===== src/rtl/video_pattern_gen_if.sv =====
// Control inputs and video outputs of the pattern generator, bundled for port use.
// The master side is the generator; the slave side is the video consumer.
interface video_pattern_gen_if #(
  parameter int LANES = 2
) ();
  logic                  video_gen_en_i;
  logic                  repeat_en_i;
  logic [1:0]            mode_i;
  logic                  vsync_o;
  logic                  hsync_o;
  logic                  data_valid_o;
  logic                  frame_start_o;
  logic [24*LANES-1:0]   data_o;
  logic [15:0]           frame_cnt_o;

  modport master (
    input  video_gen_en_i, repeat_en_i, mode_i,
    output vsync_o, hsync_o, data_valid_o, frame_start_o, data_o, frame_cnt_o
  );

  modport slave (
    output video_gen_en_i, repeat_en_i, mode_i,
    input  vsync_o, hsync_o, data_valid_o, frame_start_o, data_o, frame_cnt_o
  );
endinterface


===== src/rtl/video_pattern_gen.sv =====
// Parametrised video timing plus test-pattern source (bars, ramp, checker, moving box)
// delivering 1, 2 or 4 pixels per clock, all outputs registered.
module video_pattern_gen #(
  parameter int H_ACTIVE   = 1366,
  parameter int H_FP       = 70,
  parameter int H_SYNC     = 143,
  parameter int H_BP       = 213,
  parameter int V_ACTIVE   = 768,
  parameter int V_FP       = 3,
  parameter int V_SYNC     = 3,
  parameter int V_BP       = 24,
  parameter int LANES      = 2,
  parameter     HSYNC_POL  = "NEGATIVE",
  parameter     VSYNC_POL  = "NEGATIVE",
  parameter int CHECK_LOG2 = 5,
  parameter int BOX_SIZE   = 64,
  parameter int STEP_X     = 4,
  parameter int STEP_Y     = 2
) (
  input  logic               pixel_clock_i,
  input  logic               rst_i,
  video_pattern_gen_if.master vid
);

  localparam int HT = H_ACTIVE + H_FP + H_SYNC + H_BP;
  localparam int VT = V_ACTIVE + V_FP + V_SYNC + V_BP;

  localparam logic [15:0] H_LAST   = 16'(HT / LANES - 1);
  localparam logic [15:0] V_LAST   = 16'(VT - 1);
  localparam logic [15:0] HA_G     = 16'(H_ACTIVE / LANES);
  localparam logic [15:0] HS_START = 16'((H_ACTIVE + H_FP) / LANES);
  localparam logic [15:0] HS_END   = 16'((H_ACTIVE + H_FP + H_SYNC) / LANES);
  localparam logic [15:0] VA       = 16'(V_ACTIVE);
  localparam logic [15:0] VS_START = 16'(V_ACTIVE + V_FP);
  localparam logic [15:0] VS_END   = 16'(V_ACTIVE + V_FP + V_SYNC);
  localparam logic [15:0] BAR_W    = 16'((H_ACTIVE / 8 > 0) ? H_ACTIVE / 8 : 1);
  localparam logic [16:0] BOX_W    = 17'(BOX_SIZE);
  localparam logic [15:0] SX       = 16'(STEP_X);
  localparam logic [15:0] SY       = 16'(STEP_Y);
  localparam logic [16:0] X_LIMIT  = 17'(H_ACTIVE);
  localparam logic [16:0] Y_LIMIT  = 17'(V_ACTIVE);
  localparam logic [16:0] X_REACH  = 17'(BOX_SIZE + STEP_X);
  localparam logic [16:0] Y_REACH  = 17'(BOX_SIZE + STEP_Y);

  localparam logic HS_ON = (HSYNC_POL == "POSITIVE");
  localparam logic VS_ON = (VSYNC_POL == "POSITIVE");

  typedef enum logic {IDLE, RUN} state_t;

  state_t      state;
  logic [15:0] h_cnt, v_cnt;
  logic [1:0]  mode_q;
  logic [15:0] box_x, box_y;       // position the next frame will show
  logic        dir_x, dir_y;       // 1 = moving towards larger coordinates
  logic [15:0] shown_x, shown_y;   // position latched for the current frame

  logic                frame_first, active, hs_act, vs_act;
  logic [1:0]          eff_mode;
  logic [15:0]         eff_x, eff_y;
  logic [24*LANES-1:0] pix;

  function automatic logic [23:0] pixel(input logic [15:0] x, input logic [15:0] y,
                                        input logic [1:0] mode,
                                        input logic [15:0] bx, input logic [15:0] by);
    logic [15:0] bar;
    logic [2:0]  idx;
    logic        in_box;
    bar    = x / BAR_W;
    idx    = (bar > 16'd7) ? 3'd7 : bar[2:0];
    in_box = (x >= bx) && ({1'b0, x} < {1'b0, bx} + BOX_W) &&
             (y >= by) && ({1'b0, y} < {1'b0, by} + BOX_W);
    case (mode)
      // Bar order white..black maps to R=~idx[1], G=~idx[2], B=~idx[0].
      2'd0:    pixel = {{8{~idx[1]}}, {8{~idx[2]}}, {8{~idx[0]}}};
      2'd1:    pixel = {3{x[7:0]}};
      2'd2:    pixel = {24{x[CHECK_LOG2] ^ y[CHECK_LOG2]}};
      default: pixel = {24{in_box}};
    endcase
  endfunction

  // The first group of a frame must already use the freshly sampled mode and box.
  assign frame_first = (h_cnt == 16'd0) && (v_cnt == 16'd0);
  assign eff_mode    = frame_first ? vid.mode_i : mode_q;
  assign eff_x       = frame_first ? box_x : shown_x;
  assign eff_y       = frame_first ? box_y : shown_y;
  assign active      = (h_cnt < HA_G) && (v_cnt < VA);
  assign hs_act      = (h_cnt >= HS_START) && (h_cnt < HS_END);
  assign vs_act      = (v_cnt >= VS_START) && (v_cnt < VS_END);

  // NOTE: every variable assigned in always_comb gets a default first, so no latch is inferred.
  always_comb begin
    pix = '0;
    for (int k = 0; k < LANES; k++) begin
      pix[24*k +: 24] = pixel(h_cnt * 16'(LANES) + 16'(k), v_cnt, eff_mode, eff_x, eff_y);
    end
  end

  // NOTE: sequential state uses non-blocking assignments only, so every register samples pre-edge values.
  always_ff @(posedge pixel_clock_i) begin
    if (rst_i) begin
      state             <= IDLE;
      h_cnt             <= '0;
      v_cnt             <= '0;
      mode_q            <= '0;
      box_x             <= '0;
      box_y             <= '0;
      dir_x             <= 1'b1;
      dir_y             <= 1'b1;
      shown_x           <= '0;
      shown_y           <= '0;
      vid.hsync_o       <= ~HS_ON;
      vid.vsync_o       <= ~VS_ON;
      vid.data_valid_o  <= 1'b0;
      vid.frame_start_o <= 1'b0;
      vid.data_o        <= '0;
      vid.frame_cnt_o   <= '0;
    end else begin
      case (state)
        IDLE: begin
          h_cnt             <= '0;
          v_cnt             <= '0;
          vid.hsync_o       <= ~HS_ON;
          vid.vsync_o       <= ~VS_ON;
          vid.data_valid_o  <= 1'b0;
          vid.frame_start_o <= 1'b0;
          vid.data_o        <= '0;
          if (vid.video_gen_en_i) state <= RUN;
        end

        RUN: begin
          vid.hsync_o       <= hs_act ? HS_ON : ~HS_ON;
          vid.vsync_o       <= vs_act ? VS_ON : ~VS_ON;
          vid.data_valid_o  <= active;
          vid.data_o        <= active ? pix : '0;
          vid.frame_start_o <= frame_first;

          if (frame_first) begin
            vid.frame_cnt_o <= vid.frame_cnt_o + 16'd1;
            mode_q          <= vid.mode_i;
            shown_x         <= box_x;
            shown_y         <= box_y;
            if (!vid.repeat_en_i) begin
              if (dir_x) begin
                if ({1'b0, box_x} + X_REACH > X_LIMIT) begin
                  dir_x <= 1'b0;
                  box_x <= box_x - SX;
                end else begin
                  box_x <= box_x + SX;
                end
              end else if (box_x < SX) begin
                dir_x <= 1'b1;
                box_x <= box_x + SX;
              end else begin
                box_x <= box_x - SX;
              end

              if (dir_y) begin
                if ({1'b0, box_y} + Y_REACH > Y_LIMIT) begin
                  dir_y <= 1'b0;
                  box_y <= box_y - SY;
                end else begin
                  box_y <= box_y + SY;
                end
              end else if (box_y < SY) begin
                dir_y <= 1'b1;
                box_y <= box_y + SY;
              end else begin
                box_y <= box_y - SY;
              end
            end
          end

          // Enable is only honoured at the last group of the frame.
          if (h_cnt == H_LAST) begin
            h_cnt <= '0;
            if (v_cnt == V_LAST) begin
              v_cnt <= '0;
              if (!vid.video_gen_en_i) state <= IDLE;
            end else begin
              v_cnt <= v_cnt + 16'd1;
            end
          end else begin
            h_cnt <= h_cnt + 16'd1;
          end
        end

        default: state <= IDLE;
      endcase
    end
  end

endmodule


===== src/flat_wrapper.sv =====
// flat-port wrapper written by rule: the top's interface ports become plain ports
module video_pattern_gen_flat 
#(
  parameter int H_ACTIVE   = 1366,
  parameter int H_FP       = 70,
  parameter int H_SYNC     = 143,
  parameter int H_BP       = 213,
  parameter int V_ACTIVE   = 768,
  parameter int V_FP       = 3,
  parameter int V_SYNC     = 3,
  parameter int V_BP       = 24,
  parameter int LANES      = 2,
  parameter     HSYNC_POL  = "        ",
  parameter     VSYNC_POL  = "        ",
  parameter int CHECK_LOG2 = 5,
  parameter int BOX_SIZE   = 64,
  parameter int STEP_X     = 4,
  parameter int STEP_Y     = 2
)
  (pixel_clock_i, rst_i, vid_video_gen_en_i, vid_repeat_en_i, vid_mode_i, vid_vsync_o, vid_hsync_o, vid_data_valid_o, vid_frame_start_o, vid_data_o, vid_frame_cnt_o);
  video_pattern_gen_if #(.LANES(LANES)) vid_i ();
  input  logic pixel_clock_i;
  input  logic rst_i;
  input wire logic [$bits(vid_i.video_gen_en_i)-1:0] vid_video_gen_en_i;
  input wire logic [$bits(vid_i.repeat_en_i)-1:0] vid_repeat_en_i;
  input wire logic [$bits(vid_i.mode_i)-1:0] vid_mode_i;
  output wire logic [$bits(vid_i.vsync_o)-1:0] vid_vsync_o;
  output wire logic [$bits(vid_i.hsync_o)-1:0] vid_hsync_o;
  output wire logic [$bits(vid_i.data_valid_o)-1:0] vid_data_valid_o;
  output wire logic [$bits(vid_i.frame_start_o)-1:0] vid_frame_start_o;
  output wire logic [$bits(vid_i.data_o)-1:0] vid_data_o;
  output wire logic [$bits(vid_i.frame_cnt_o)-1:0] vid_frame_cnt_o;
  assign vid_i.video_gen_en_i = vid_video_gen_en_i;
  assign vid_i.repeat_en_i = vid_repeat_en_i;
  assign vid_i.mode_i = vid_mode_i;
  assign vid_vsync_o = vid_i.vsync_o;
  assign vid_hsync_o = vid_i.hsync_o;
  assign vid_data_valid_o = vid_i.data_valid_o;
  assign vid_frame_start_o = vid_i.frame_start_o;
  assign vid_data_o = vid_i.data_o;
  assign vid_frame_cnt_o = vid_i.frame_cnt_o;
  video_pattern_gen #(.H_ACTIVE(H_ACTIVE), .H_FP(H_FP), .H_SYNC(H_SYNC), .H_BP(H_BP), .V_ACTIVE(V_ACTIVE), .V_FP(V_FP), .V_SYNC(V_SYNC), .V_BP(V_BP), .LANES(LANES), .HSYNC_POL(HSYNC_POL), .VSYNC_POL(VSYNC_POL), .CHECK_LOG2(CHECK_LOG2), .BOX_SIZE(BOX_SIZE), .STEP_X(STEP_X), .STEP_Y(STEP_Y)) u_core (.pixel_clock_i(pixel_clock_i), .rst_i(rst_i), .vid(vid_i));
endmodule

===== config.mk =====
export PLATFORM = sky130hd
export DESIGN_NAME = video_pattern_gen_flat
export DESIGN_NICKNAME = d
export VERILOG_FILES = /design/src/rtl/video_pattern_gen_if.sv /design/src/rtl/video_pattern_gen.sv /design/src/flat_wrapper.sv
export SDC_FILE = /design/constraint.sdc
export NUM_CORES = 1
export LEC_CHECK = 0
export CAP_MARGIN = 10
export CORE_MARGIN = 1.5
export CORE_UTILIZATION = 50
export DETAILED_ROUTE_END_ITERATION = 10
export GPL_TIMING_DRIVEN = 0
export PLACE_DENSITY = 0.76
export SLEW_MARGIN = 40
export SYNTH_ARGS = -nofsm -noshare
export SYNTH_HDL_FRONTEND = slang
export SYNTH_SLANG_ARGS = --single-unit
export TNS_END_PERCENT = 5

===== constraint.sdc =====
create_clock -name pixel_clock_i -period 18.2 [get_ports pixel_clock_i]
set_input_delay 1.82 -clock pixel_clock_i [delete_from_list [all_inputs] [get_ports pixel_clock_i]]
set_output_delay 1.82 -clock pixel_clock_i [all_outputs]
set_load 0.01 [all_outputs]

==> flow_summary.ini <==
[run_status]
status = complete, no violations

[placement]
hpwl_um = 28760
io_buffer_count = 72
place_ws_ns = 8.013
dp.cells = 2122
place_congestion = 0.9213

[global_route]
grt_overflow = 0
grt_pass1_wl_um = 61850
use_met3 = 0.04520
grt_max_degree = 17
grtUsageTotal = 0.2800
grtUsageMet2 = 0.4498
grt_util_met1 = 0.3845
grt_busiest_layer = met2
antenna_found_initial = 0
grt_pass1_vias = 12270

[yosys]
synth_edf_count = 0
synthTopCellsByArea = dfxtp_1 25%, ha_1 6.4%, a21oi_1 6.2%, nor2_1 5.2%, nand2_1 4.5%
ys.flop_type = dfxtp_1
synth_top_area_share = 0.2530
yosys_warnings = 0
post_synth.cell_area_avg_um2 = 7.659
syn_nets = 1788
synth_top_area_cell = dfxtp_1
synth.ff_latch_count = 166
yosysUniqueCellTypes = 113
syn_area_mm2 = 0.01314
synth_cells = 1715
async_flop_share = 0
seq_area_frac_synth = 0.2530

[worst_setup_path]
cp-end-kind = flip-flop
max_stage_delay_ns = 0.60
crit_type = reg -> reg
reg2reg_from = u_core.h_cnt[1]
cp-start-kind = flip-flop
crit_slowest_cell = a211oi_4
cp.depth = 32
path_delay_family = compound AO/OA/AOI/OAI gates
required_ns = 18.55
r2r_cells = 32
startpoint = u_core.h_cnt[1]
r2r-end = u_core.vid.data_o[0]
worst_ep_arrival_time_ns = 10.69
critical_path.max_fanout = 10
regToRegSetupSlack_ns = 7.86
endpoint = u_core.vid.data_o[0]
path_buf_inv = 2

[timing]
hold_ws_ns = 0.4499
setup_viol = 0
slew_headroom = 0.4068
finalMaxSlewViolations = 0
min_period_ns = 10.34
fmax_mhz = 96.71
finalHoldViolCount = 0
period_share = 0.5682
skew_ns = 0.01417
setup_ws_ns = 7.860
worstMarginPinSlew_ns = 0.8804
setup-tns-final_ns = 0
rsz0062_at_grt = false

[floorplanning]
die_height_um = 165.1
rows = 59
start_util = 0.5069
pin_count = 74
fp.dieW_um = 165.1
core-area_mm2 = 0.02591
dieArea_mm2 = 0.02725

[routing]
antenna_left = 0
vias = 13500
drt-pass1-iter-count = 6
routed_wl_um = 38050
drcViolationCount = 0
vias_per_cell = 6.271
drt_iter0_markers = 1349
avgRoutedWirePerCell_um = 17.67

[power]
irDropWorstVdd_uv = 93.53
p_leak_nw = 5.523
powerDensity_mw_per_mm2 = 98.81

[layout]
fin_util = 0.5733
drive_gt1_frac = 0.06436
num_antenna_cells = 0
nNetsFinal = 1879
areaGrowthSynthToFinish_pct = 13.10
final_cell_count_no_fill = 2153

[clock_network]
cts_setup_buffers = 0
htree_levels = 4
cts.sinks = 166
clk_latency_ns = 0.44
cts_tree = done
ctsLongestPathBuffers = 2
cts_root_buffer = clkbuf_16
post_cts_resized = 0
cts_made_buffers = 17
ctsHoldBuffers = 0
clk_pin_slew_ns = 0.07

[min_path]
hold_path_class = reg -> reg

[flow_run]
max_cap_viol_count = 0
layer usage:
metal,share of wire,up-vias
li1,-,6493
met1,0.45,6356
met2,0.46,575
met3,0.072,78
met4,0.021,0
met5,0,-
cell type report:
class                           count  area (µm²)
Multi-Input combinational cell   1410        9269
Inverter                           40       150.1
Timing Repair Buffer               72       720.7
Tap cell                          335       419.2
Sequential cell                   166        3323
Fill cell                        2346       11060
Clock inverter                     13       122.6
Clock buffer                       18       439.2
Buffer                             99       411.6
metrics by stage:
| stage | instance area (µm²) | total power, W |
|---|---|---|
| floorplan | 13140 | 0.0009259 |
| global placement | 14270 | 0.001092 |
| detailed placement | 14280 | 0.001105 |
| CTS | 14840 | 0.001461 |
| global route | 14860 | 0.001573 |
| finish | 14860 | 0.001468 |
worst min path at each step:
stage	endpoint	startpoint	depth (start not counted)	slack [ns]
after global placement	u_core.shown_y[0]	u_core.shown_y[0]	1	0.43
after CTS	u_core.shown_x[3]	u_core.shown_x[3]	2	0.45
after detailed placement	u_core.shown_y[0]	u_core.shown_y[0]	1	0.44
after floorplan	u_core.shown_y[0]	u_core.shown_y[0]	1	0.42
final	u_core.shown_x[3]	u_core.shown_x[3]	2	0.45
after global routing	u_core.shown_x[3]	u_core.shown_x[3]	2	0.46
cells in the mapped netlist (all sizes together), types with 13 or more instances:
| cell type | instances |
|---|---|
| nand2b | 24 |
| o22ai | 13 |
| o21ai | 122 |
| nor3 | 52 |
| and2 | 23 |
| or2 | 15 |
| xor2 | 34 |
| a31oi | 29 |
| a22o | 24 |
| a211oi | 22 |
| nand4 | 20 |
| clkbuf | 77 |
| a21o | 26 |
| buf | 22 |
| nor4 | 18 |
| xnor2 | 65 |
| dfxtp | 166 |
| inv | 40 |
| o21a | 20 |
| or3 | 41 |
| nand3 | 41 |
| nor2 | 183 |
| ha | 67 |
| and3 | 25 |
| nand2 | 156 |
| mux2i | 41 |
| a21oi | 166 |
| nor2b | 17 |
| o211ai | 18 |
registers in the layout, indices dropped and copies added, names as in the netlist, 2 cells and up:
signal / flops
u_core.box_x: 14
u_core.box_y: 15
u_core.h_cnt: 16
u_core.mode_q: 2
u_core.shown_x: 16
u_core.shown_y: 16
u_core.v_cnt: 16
u_core.vid.data_o: 48
u_core.vid.frame_cnt_o: 16
layout by cell type, fill, tap and decap left out, types with 40 or more instances in the layout:
cell type,n
a21oi_1,163
clkbuf_1,76
clkdlybuf4s50_1,72
dfxtp_1,166
ha_1,67
inv_1,40
mux2i_1,41
nand2_1,156
nand3_1,41
nor2_1,182
nor3_1,50
o21ai_0,112
or3_1,40
xnor2_1,63
worst reg2reg max path: cells and delay by family, from the launching register on:
family	cells	cell delay, ns
AO/OA/AOI/OAI	20	6.17
adder cells (fa/ha/maj)	1	0.33
buffers and inverters	2	0.39
flip-flops	1	0.55
multiplexers	3	1.19
AND/OR/NAND/NOR	6	1.64
kinds of logic (layout without fill, tap and decap cells):
family | after synthesis | after routing | synth area share
AO/OA/AOI/OAI | 546 | 546 | 0.2882
AND/OR/NAND/NOR | 651 | 651 | 0.2472
buffers and inverters | 139 | 242 | 0.04277
XOR/XNOR | 99 | 99 | 0.06773
multiplexers | 47 | 47 | 0.03724
flip-flops | 166 | 166 | 0.2530
adder cells (fa/ha/maj) | 67 | 67 | 0.06382
report_power, final:
part | internal [W] | total (W) | switching (W)
Sequential | 0.000419 | 0.000453 | 0.0000343
Clock | 0.000193 | 0.000353 | 0.000160
Combinational | 0.000263 | 0.000662 | 0.000399
(Power assumes the default switching activity.)
